## src/rtl/dbg_pkg.sv

```systemverilog
// rtl/dbg_pkg.sv - shared opcodes, response codes, states and per-opcode sizes
// Purpose: constants and the FSM encoding used by the debug host controller.
// Ports: none (package).
package dbg_pkg;

  localparam logic [7:0] OP_WRI   = 8'h01;
  localparam logic [7:0] OP_WRD   = 8'h02;
  localparam logic [7:0] OP_RDI   = 8'h03;
  localparam logic [7:0] OP_RDD   = 8'h04;
  localparam logic [7:0] OP_START = 8'h05;
  localparam logic [7:0] OP_QUIT  = 8'h06;
  localparam logic [7:0] OP_RDPC  = 8'h07;

  localparam logic [7:0] RSP_ACK = 8'hAA;
  localparam logic [7:0] RSP_ERR = 8'hEE;

  // argument bytes following the opcode
  localparam logic [2:0] ARGS_WR    = 3'd6;
  localparam logic [2:0] ARGS_RD    = 3'd2;
  localparam logic [2:0] ARGS_START = 3'd4;
  localparam logic [2:0] ARGS_NONE  = 3'd0;

  // response lengths in bytes
  localparam logic [2:0] LEN_ACK  = 3'd1;
  localparam logic [2:0] LEN_WORD = 3'd4;

  typedef enum logic [2:0] {
    S_IDLE,
    S_ARG,
    S_EXEC,
    S_RDWAIT,
    S_RESP
  } state_t;

  // unknown opcodes take no arguments and are rejected in EXEC
  function automatic logic [2:0] op_args(input logic [7:0] op);
    case (op)
      OP_WRI, OP_WRD: return ARGS_WR;
      OP_RDI, OP_RDD: return ARGS_RD;
      OP_START:       return ARGS_START;
      default:        return ARGS_NONE;
    endcase
  endfunction

endpackage

```

## src/rtl/dbg_host_ctrl_if.sv

```systemverilog
// rtl/dbg_host_ctrl_if.sv - host-side command/response byte streams
// Purpose: groups the command byte stream (host -> controller) and the
// response byte stream (controller -> host).
// Modports: master = host link side, slave = controller side.
interface dbg_host_ctrl_if;
  logic       cmd_valid;
  logic [7:0] cmd_data;
  logic       cmd_ready;
  logic       rsp_valid;
  logic [7:0] rsp_data;
  logic       rsp_ready;

  modport master (
    output cmd_valid, cmd_data, rsp_ready,
    input  cmd_ready, rsp_valid, rsp_data
  );

  modport slave (
    input  cmd_valid, cmd_data, rsp_ready,
    output cmd_ready, rsp_valid, rsp_data
  );
endinterface

```

## src/rtl/dbg_rsp_ser.sv

```systemverilog
// rtl/dbg_rsp_ser.sv - little-endian response byte serializer
// Purpose: loaded with a word and a length (1 or 4), emits bytes LSB first
// over a valid/ready handshake; done marks the last byte being taken.
// Ports: clk, rst (async high), load/load_word/load_len in,
// rsp_valid/rsp_data out, rsp_ready in, done out.
module dbg_rsp_ser (
  input  logic        clk,
  input  logic        rst,
  input  logic        load,
  input  logic [31:0] load_word,
  input  logic [2:0]  load_len,
  output logic        rsp_valid,
  output logic [7:0]  rsp_data,
  input  logic        rsp_ready,
  output logic        done
);

  logic [31:0] word;
  logic [2:0]  rem;
  logic        valid_q;

  always_ff @(posedge clk or posedge rst) begin
    if (rst) begin
      word    <= '0;
      rem     <= '0;
      valid_q <= 1'b0;
    end else if (load) begin
      word    <= load_word;
      rem     <= load_len;
      valid_q <= 1'b1;
    end else if (valid_q && rsp_ready) begin
      rem <= rem - 3'd1;
      if (rem == 3'd1) begin
        valid_q <= 1'b0;
      end else begin
        word <= {8'h00, word[31:8]};
      end
    end
  end

  // data comes straight from the register, so it holds while ready is low
  assign rsp_valid = valid_q;
  assign rsp_data  = word[7:0];
  assign done      = valid_q && rsp_ready && (rem == 3'd1);

endmodule

```

## src/rtl/dbg_host_ctrl.sv

```systemverilog
// rtl/dbg_host_ctrl.sv - debug host controller: command bytes to CPU control/RAM access
// Purpose: parses opcode + LE arguments, performs RAM writes/reads, PC read,
// start/quit, and returns an ack/error byte or a 4-byte LE word.
// Ports: clk, rst (async high); host (cmd/rsp streams, slave modport);
// cpu_start, quit_cmd, start_adr; i/d RAM write and read ports; pc_data; busy.
// Option: DBG_CMD_TIMEOUT_EN aborts a stalled command after TIMEOUT_CYC idle cycles.
module dbg_host_ctrl
  import dbg_pkg::*;
#(
  parameter int RD_LAT      = 2,
  parameter int TIMEOUT_CYC = 65535
) (
  input  logic                 clk,
  input  logic                 rst,
  dbg_host_ctrl_if.slave       host,
  output logic                 cpu_start,
  output logic                 quit_cmd,
  output logic [29:0]          start_adr,
  output logic [9:0]           i_ram_wadr,
  output logic [31:0]          i_ram_wdata,
  output logic                 i_ram_wen,
  output logic [9:0]           d_ram_wadr,
  output logic [31:0]          d_ram_wdata,
  output logic                 d_ram_wen,
  output logic [9:0]           i_ram_radr,
  output logic                 i_read_sel,
  input  logic [31:0]          i_ram_rdata,
  output logic [9:0]           d_ram_radr,
  output logic                 d_read_sel,
  input  logic [31:0]          d_ram_rdata,
  input  logic [31:0]          pc_data,
  output logic                 busy
);

  state_t      state, state_nxt;
  logic [7:0]  opcode;
  logic [47:0] sr;
  logic [2:0]  arg_left;
  logic [15:0] rd_cnt;
  logic        alive;
  logic        accept, last_arg, timeout_hit;
  logic [47:0] sr_nxt;
  logic        ser_load, ser_done;
  logic [31:0] ser_word;
  logic [2:0]  ser_len;

  // alive keeps cmd_ready low for the first cycle out of reset
  assign host.cmd_ready = alive && (state == S_IDLE || state == S_ARG);
  assign accept   = host.cmd_valid && host.cmd_ready;
  assign sr_nxt   = {host.cmd_data, sr[47:8]};
  assign last_arg = (state == S_ARG) && accept && (arg_left == 3'd1);
  assign busy     = (state != S_IDLE);

`ifdef DBG_CMD_TIMEOUT_EN
  logic [31:0] idle_cnt;
  always_ff @(posedge clk or posedge rst) begin
    if (rst) begin
      idle_cnt <= '0;
    end else if (state != S_ARG || accept) begin
      idle_cnt <= '0;
    end else begin
      idle_cnt <= idle_cnt + 32'd1;
    end
  end
  // abort at the end of the TIMEOUT_CYC-th cycle without a byte
  assign timeout_hit = (state == S_ARG) && !accept &&
                       (idle_cnt == 32'(TIMEOUT_CYC) - 32'd1);
`else
  assign timeout_hit = 1'b0;
  wire [31:0] unused_timeout = 32'(TIMEOUT_CYC);
`endif

  // sr[7:0] only shifts out; address bits [15:12] and [1:0] are ignored
  wire unused_bits = ^{sr[7:0], sr_nxt[15:12], sr_nxt[1:0]};

  always_ff @(posedge clk or posedge rst) begin
    if (rst) state <= S_IDLE;
    else     state <= state_nxt;
  end

  always_comb begin
    state_nxt  = state;
    ser_load   = 1'b0;
    ser_word   = {24'h0, RSP_ACK};
    ser_len    = LEN_ACK;
    i_ram_wen  = 1'b0;
    d_ram_wen  = 1'b0;
    quit_cmd   = 1'b0;
    i_read_sel = 1'b0;
    d_read_sel = 1'b0;
    case (state)
      S_IDLE: begin
        if (accept) begin
          state_nxt = (op_args(host.cmd_data) == ARGS_NONE) ? S_EXEC : S_ARG;
        end
      end
      S_ARG: begin
        if (timeout_hit) begin
          ser_load  = 1'b1;
          ser_word  = {24'h0, RSP_ERR};
          state_nxt = S_RESP;
        end else if (last_arg) begin
          state_nxt = S_EXEC;
        end
      end
      S_EXEC: begin
        state_nxt = S_RESP;
        ser_load  = 1'b1;
        case (opcode)
          OP_WRI:  i_ram_wen = 1'b1;
          OP_WRD:  d_ram_wen = 1'b1;
          OP_RDI: begin
            i_read_sel = 1'b1;
            ser_load   = 1'b0;
            state_nxt  = S_RDWAIT;
          end
          OP_RDD: begin
            d_read_sel = 1'b1;
            ser_load   = 1'b0;
            state_nxt  = S_RDWAIT;
          end
          OP_START: ;
          OP_QUIT: quit_cmd = 1'b1;
          OP_RDPC: begin
            ser_word = pc_data;
            ser_len  = LEN_WORD;
          end
          default: ser_word = {24'h0, RSP_ERR};
        endcase
      end
      S_RDWAIT: begin
        i_read_sel = (opcode == OP_RDI);
        d_read_sel = (opcode == OP_RDD);
        if (rd_cnt == 16'(RD_LAT)) begin
          ser_load  = 1'b1;
          ser_word  = (opcode == OP_RDI) ? i_ram_rdata : d_ram_rdata;
          ser_len   = LEN_WORD;
          state_nxt = S_RESP;
        end
      end
      S_RESP: begin
        if (ser_done) state_nxt = S_IDLE;
      end
      default: state_nxt = S_IDLE;
    endcase
  end

  always_ff @(posedge clk or posedge rst) begin
    if (rst) begin
      alive       <= 1'b0;
      opcode      <= '0;
      sr          <= '0;
      arg_left    <= '0;
      rd_cnt      <= '0;
      cpu_start   <= 1'b0;
      start_adr   <= '0;
      i_ram_wadr  <= '0;
      i_ram_wdata <= '0;
      d_ram_wadr  <= '0;
      d_ram_wdata <= '0;
      i_ram_radr  <= '0;
      d_ram_radr  <= '0;
    end else begin
      alive     <= 1'b1;
      cpu_start <= (state == S_EXEC) && (opcode == OP_START);
      if (accept) begin
        if (state == S_IDLE) begin
          opcode   <= host.cmd_data;
          arg_left <= op_args(host.cmd_data);
        end else begin
          sr       <= sr_nxt;
          arg_left <= arg_left - 3'd1;
        end
      end
      // addresses/data are loaded with the final byte so they are valid in EXEC
      if (last_arg) begin
        case (opcode)
          OP_WRI: begin
            i_ram_wadr  <= sr_nxt[11:2];
            i_ram_wdata <= sr_nxt[47:16];
          end
          OP_WRD: begin
            d_ram_wadr  <= sr_nxt[11:2];
            d_ram_wdata <= sr_nxt[47:16];
          end
          OP_RDI:  i_ram_radr <= sr_nxt[43:34];
          OP_RDD:  d_ram_radr <= sr_nxt[43:34];
          default: ;
        endcase
      end
      if (state == S_EXEC && opcode == OP_START) begin
        start_adr <= sr[47:18];
      end
      if (state == S_EXEC) begin
        rd_cnt <= 16'd1;
      end else if (state == S_RDWAIT) begin
        rd_cnt <= rd_cnt + 16'd1;
      end
    end
  end

  dbg_rsp_ser u_ser (
    .clk       (clk),
    .rst       (rst),
    .load      (ser_load),
    .load_word (ser_word),
    .load_len  (ser_len),
    .rsp_valid (host.rsp_valid),
    .rsp_data  (host.rsp_data),
    .rsp_ready (host.rsp_ready),
    .done      (ser_done)
  );

endmodule

```

## src/flat_wrapper.sv

```systemverilog
// flat-port wrapper written by rule: the top's interface ports become plain ports
module dbg_host_ctrl_flat import dbg_pkg::*;
#(
  parameter int RD_LAT      = 2,
  parameter int TIMEOUT_CYC = 65535
)
  (clk, rst, cpu_start, quit_cmd, start_adr, i_ram_wadr, i_ram_wdata, i_ram_wen, d_ram_wadr, d_ram_wdata, d_ram_wen, i_ram_radr, i_read_sel, i_ram_rdata, d_ram_radr, d_read_sel, d_ram_rdata, pc_data, busy, host_cmd_valid, host_cmd_data, host_rsp_ready, host_cmd_ready, host_rsp_valid, host_rsp_data);
  dbg_host_ctrl_if host_i ();
  input  logic clk;
  input  logic rst;
  output logic cpu_start;
  output logic quit_cmd;
  output logic [29:0] start_adr;
  output logic [9:0] i_ram_wadr;
  output logic [31:0] i_ram_wdata;
  output logic i_ram_wen;
  output logic [9:0] d_ram_wadr;
  output logic [31:0] d_ram_wdata;
  output logic d_ram_wen;
  output logic [9:0] i_ram_radr;
  output logic i_read_sel;
  input  logic [31:0] i_ram_rdata;
  output logic [9:0] d_ram_radr;
  output logic d_read_sel;
  input  logic [31:0] d_ram_rdata;
  input  logic [31:0] pc_data;
  output logic busy;
  input wire logic [$bits(host_i.cmd_valid)-1:0] host_cmd_valid;
  input wire logic [$bits(host_i.cmd_data)-1:0] host_cmd_data;
  input wire logic [$bits(host_i.rsp_ready)-1:0] host_rsp_ready;
  output wire logic [$bits(host_i.cmd_ready)-1:0] host_cmd_ready;
  output wire logic [$bits(host_i.rsp_valid)-1:0] host_rsp_valid;
  output wire logic [$bits(host_i.rsp_data)-1:0] host_rsp_data;
  assign host_i.cmd_valid = host_cmd_valid;
  assign host_i.cmd_data = host_cmd_data;
  assign host_i.rsp_ready = host_rsp_ready;
  assign host_cmd_ready = host_i.cmd_ready;
  assign host_rsp_valid = host_i.rsp_valid;
  assign host_rsp_data = host_i.rsp_data;
  dbg_host_ctrl #(.RD_LAT(RD_LAT), .TIMEOUT_CYC(TIMEOUT_CYC)) u_core (.clk(clk), .rst(rst), .host(host_i), .cpu_start(cpu_start), .quit_cmd(quit_cmd), .start_adr(start_adr), .i_ram_wadr(i_ram_wadr), .i_ram_wdata(i_ram_wdata), .i_ram_wen(i_ram_wen), .d_ram_wadr(d_ram_wadr), .d_ram_wdata(d_ram_wdata), .d_ram_wen(d_ram_wen), .i_ram_radr(i_ram_radr), .i_read_sel(i_read_sel), .i_ram_rdata(i_ram_rdata), .d_ram_radr(d_ram_radr), .d_read_sel(d_read_sel), .d_ram_rdata(d_ram_rdata), .pc_data(pc_data), .busy(busy));
endmodule
```

## config.mk

```make
export PLATFORM = sky130hd
export DESIGN_NAME = dbg_host_ctrl_flat
export DESIGN_NICKNAME = d
export VERILOG_FILES = /design/src/rtl/dbg_pkg.sv /design/src/rtl/dbg_host_ctrl_if.sv /design/src/rtl/dbg_rsp_ser.sv /design/src/rtl/dbg_host_ctrl.sv /design/src/flat_wrapper.sv
export SDC_FILE = /design/constraint.sdc
export NUM_CORES = 1
export LEC_CHECK = 0
export CAP_MARGIN = 20
export CORE_ASPECT_RATIO = 1.25
export CORE_MARGIN = 2
export CORE_UTILIZATION = 50
export DETAILED_ROUTE_END_ITERATION = 8
export MAX_ROUTING_LAYER = met4
export PLACE_DENSITY = 0.8
export SETUP_SLACK_MARGIN = 0.05
export SYNTH_ARGS = -nofsm -noshare
export SYNTH_HDL_FRONTEND = slang
export SYNTH_SLANG_ARGS = --single-unit
```

## constraint.sdc

```tcl
create_clock -name clk -period 22.9 [get_ports clk]
set_input_delay 4.58 -clock clk [delete_from_list [all_inputs] [get_ports clk]]
set_output_delay 4.58 -clock clk [all_outputs]
set_load 0.02 [all_outputs]
```

==> impl_metrics.tcl <==
set metrics [dict create \
    status "finished clean" \
    yosysWarnings 0 \
    required_ns 18.32 \
    syn_inst 830 \
    finalCritPeriodShare_pct 31.8 \
    rr_startpoint "u_core.state[2]" \
    drt_iter0_drc 348 \
    drv_slew 0 \
    grt_pass1_vias 7891 \
    post_cts_resized 0 \
    critPathLaunch "u_core.state[2]" \
    first_pass_iters 4 \
    drive_above_1_share_pct 24.3 \
    cp_slowest_stage_delay_ns 0.69 \
    crit_chain "nand2b_1, nor4_1, clkdlybuf4s50_1" \
    finalCriticalPeriod_ns 7.28 \
    wl_met3_mm 2.39 \
    ys_seq_elements 240 \
    final-hold-violation-count 0 \
    whs_ns 0.487 \
    synth.yosys.seq_area_share_pct 55.4 \
    final.setup.tns_ns 0 \
    crit_slowest_cell "clkdlybuf4s50_1" \
    num_io_pins 259 \
    hpwl_mm 19.5 \
    gr-total-overflow 0 \
    synth_edf_count 0 \
    wl_met2_mm 13.6 \
    timing.rr.end "u_core.d_ram_wadr[7]" \
    num_rows 60 \
    antenna_found_initial 0 \
    hold_buffers 0 \
    cts_root_buf "clkbuf_16" \
    dpl-instance-area_um2 13500 \
    reg2regPathDepth 6 \
    setup_violations 0 \
    clkSlewWorstSetupHoldPaths_ns 0.06 \
    crit_fanout 16 \
    route.vias.total 7485 \
    synth_top_area_share_pct 55.4 \
    irDropWorstVdd_mv 0.0557 \
    criticalPathCategory "reg -> out" \
    grt_pass1_wl_mm 43.4 \
    synthArstFlopShare_pct 100 \
    dp_cells 1319 \
    yosys.area.top_type "dfrtp_1" \
    top_layer "met4" \
    port_buffers 258 \
    relSlewSlack_pct 30.1 \
    antenna_cells 0 \
    max_freq_mhz 137 \
    worstSkewPairLatency_ns 0.52 \
    synth_top_flop_cell "dfrtp_1" \
    wl_mm 27.8 \
    fin_worst_skew_ns 0.0207 \
    drt-met1-wl_mm 10.8 \
    drc 0 \
    dieWidth_um 136 \
    cp.arrival_ns 2.70 \
    r2r_setup_slack_ns 19.96 \
    wl_per_cell_um 20.4 \
    worstMarginPinSlew_ns 1.05 \
    syn-cell-area_um2 10800 \
    crit_end "i_read_sel" \
    final_cells 1362 \
    numCtsBuffers 24 \
    grt_max_degree 112 \
    gp_congestion 0.896 \
    design_area_um2 14400 \
    power.density_nw_per_um2 74.8 \
    syn_avg_cell_area_um2 13.1 \
    leakagePower_nw 6.83 \
    start_util_pct 50.6 \
    synth.area.top_cells "dfrtp_1 (55%), mux2_2 (15%), mux2_4 (8.0%)" \
    coreArea_um2 21400 \
    die-area_um2 22900 \
    via_per_inst 5.50 \
    layout_setup_ws_ns 15.62 \
    cts_tree "yes" \
    postRouteAntennaNets 0 \
    cts_setup_buffers 0 \
    drv_cap 0 \
    dpl_worst_slack_ns 15.61 \
    cts.sinks 240 \
    cp-end-kind "output port" \
    die_height_um 169 \
    cts_max_path_buffers 3 \
    grt.total_usage_pct 25.0 \
    syn-num-nets 944 \
    htreeDepth 1 \
    rsz0062_at_grt "false" \
    post_synth_num_cell_types 50 \
    start_kind "register" \
    final_nets 1180 \
    area_delta_synth_final_pct 32.6 \
    hp-class "reg -> reg" \
]
==> registers in the layout, indices dropped and copies added, names as in the netlist, 3 cells and up <==
register / flops
u_core.arg_left: 3
u_core.d_ram_radr: 10
u_core.d_ram_wadr: 10
u_core.d_ram_wdata: 32
u_core.i_ram_radr: 10
u_core.i_ram_wadr: 10
u_core.i_ram_wdata: 32
u_core.opcode: 8
u_core.rd_cnt: 16
u_core.sr: 38
u_core.start_adr: 30
u_core.state: 3
u_core.u_ser.rem: 3
u_core.u_ser.word: 32
==> cells in the mapped netlist (9+ instances only) <==
cell type and count:
mux2_2 146, dfrtp_1 240, xor2_1 9, nor2_1 36, a21oi_1 17, mux2i_1 33, mux2_4 58, inv_1 15
a22oi_1 10, nand3_1 28, nand2_1 52, clkbuf_1 23, o21ai_0 23, nand4_1 10, buf_2 12, nor3_1 18
==> logic make-up after synthesis <==
group / after synthesis / share of synthesized area [%]
flip-flops: 240 / 55.4
multiplexers: 237 / 26.3
AND/OR/NAND/NOR: 190 / 9.00
AO/OA/AOI/OAI: 74 / 4.26
buffers and inverters: 71 / 3.43
XOR/XNOR: 11 / 0.889
adder cells (fa/ha/maj): 6 / 0.693
other: 1 / 0.0346
==> layout make-up <==
type                            count  area [um^2]
Tap cell                          279          349
Clock inverter                      7          113
Sequential cell                   240         6010
Timing Repair Buffer              266         2640
Fill cell                        1647         7030
Inverter                           15         63.8
Clock buffer                       36          737
Multi-Input combinational cell    519         4460
==> worst min-delay path by stage <==
stage                              start                    to  slack [ns]  cells past startpoint
floorplan             u_core.arg_left[1]    u_core.arg_left[1]        0.45                      2
global placement      u_core.arg_left[1]    u_core.arg_left[1]        0.47                      2
detailed placement    u_core.arg_left[1]    u_core.arg_left[1]        0.47                      2
CTS                   u_core.arg_left[1]    u_core.arg_left[1]        0.48                      2
global route        u_core.d_ram_radr[3]  u_core.d_ram_radr[3]        0.52                      1
finish                u_core.arg_left[1]    u_core.arg_left[1]        0.49                      2
==> worst max-delay path, delay by kind of cell (launching register included) <==
kind	cells	cell delay [ns]
simple gates	2	0.99
buf+inv	1	0.69
flops	1	0.49
==> metal layers <==
layer | vias up | track usage (%)
met5 | - | -
li1 | 3405 | -
met3 | 59 | 5.96
met2 | 294 | 41.5
met4 | 0 | 8.70
met1 | 3727 | 29.9
==> power by group <==
part / internal [mW] / leakage (nW) / switching, mW
sequential: 0.455 / 3.29 / 0.0336
clock: 0.255 / 0.417 / 0.161
combinational: 0.0833 / 3.11 / 0.0868
total: 0.793 / 6.83 / 0.281
==> through the flow <==
stage	power (mW)	utilization, %
floorplan	0.606	-
global placement	0.660	63.2
detailed placement	0.666	63.2
CTS	1.08	67.2
global route	1.12	67.2
finish	1.07	67.2
==> layout by cell type, fill, tap and decap left out, types with 23 or more instances in the layout <==
| master | instances |
|---|---|
| clkbuf_16 | 25 |
| clkdlybuf4s50_1 | 258 |
| dfrtp_1 | 240 |
| mux2_2 | 146 |
| mux2_4 | 58 |
| mux2i_1 | 33 |
| nand2_1 | 52 |
| nand3_1 | 28 |
| nor2_1 | 36 |
| o21ai_0 | 23 |
Note: power is estimated with default switching activity, not from simulation.
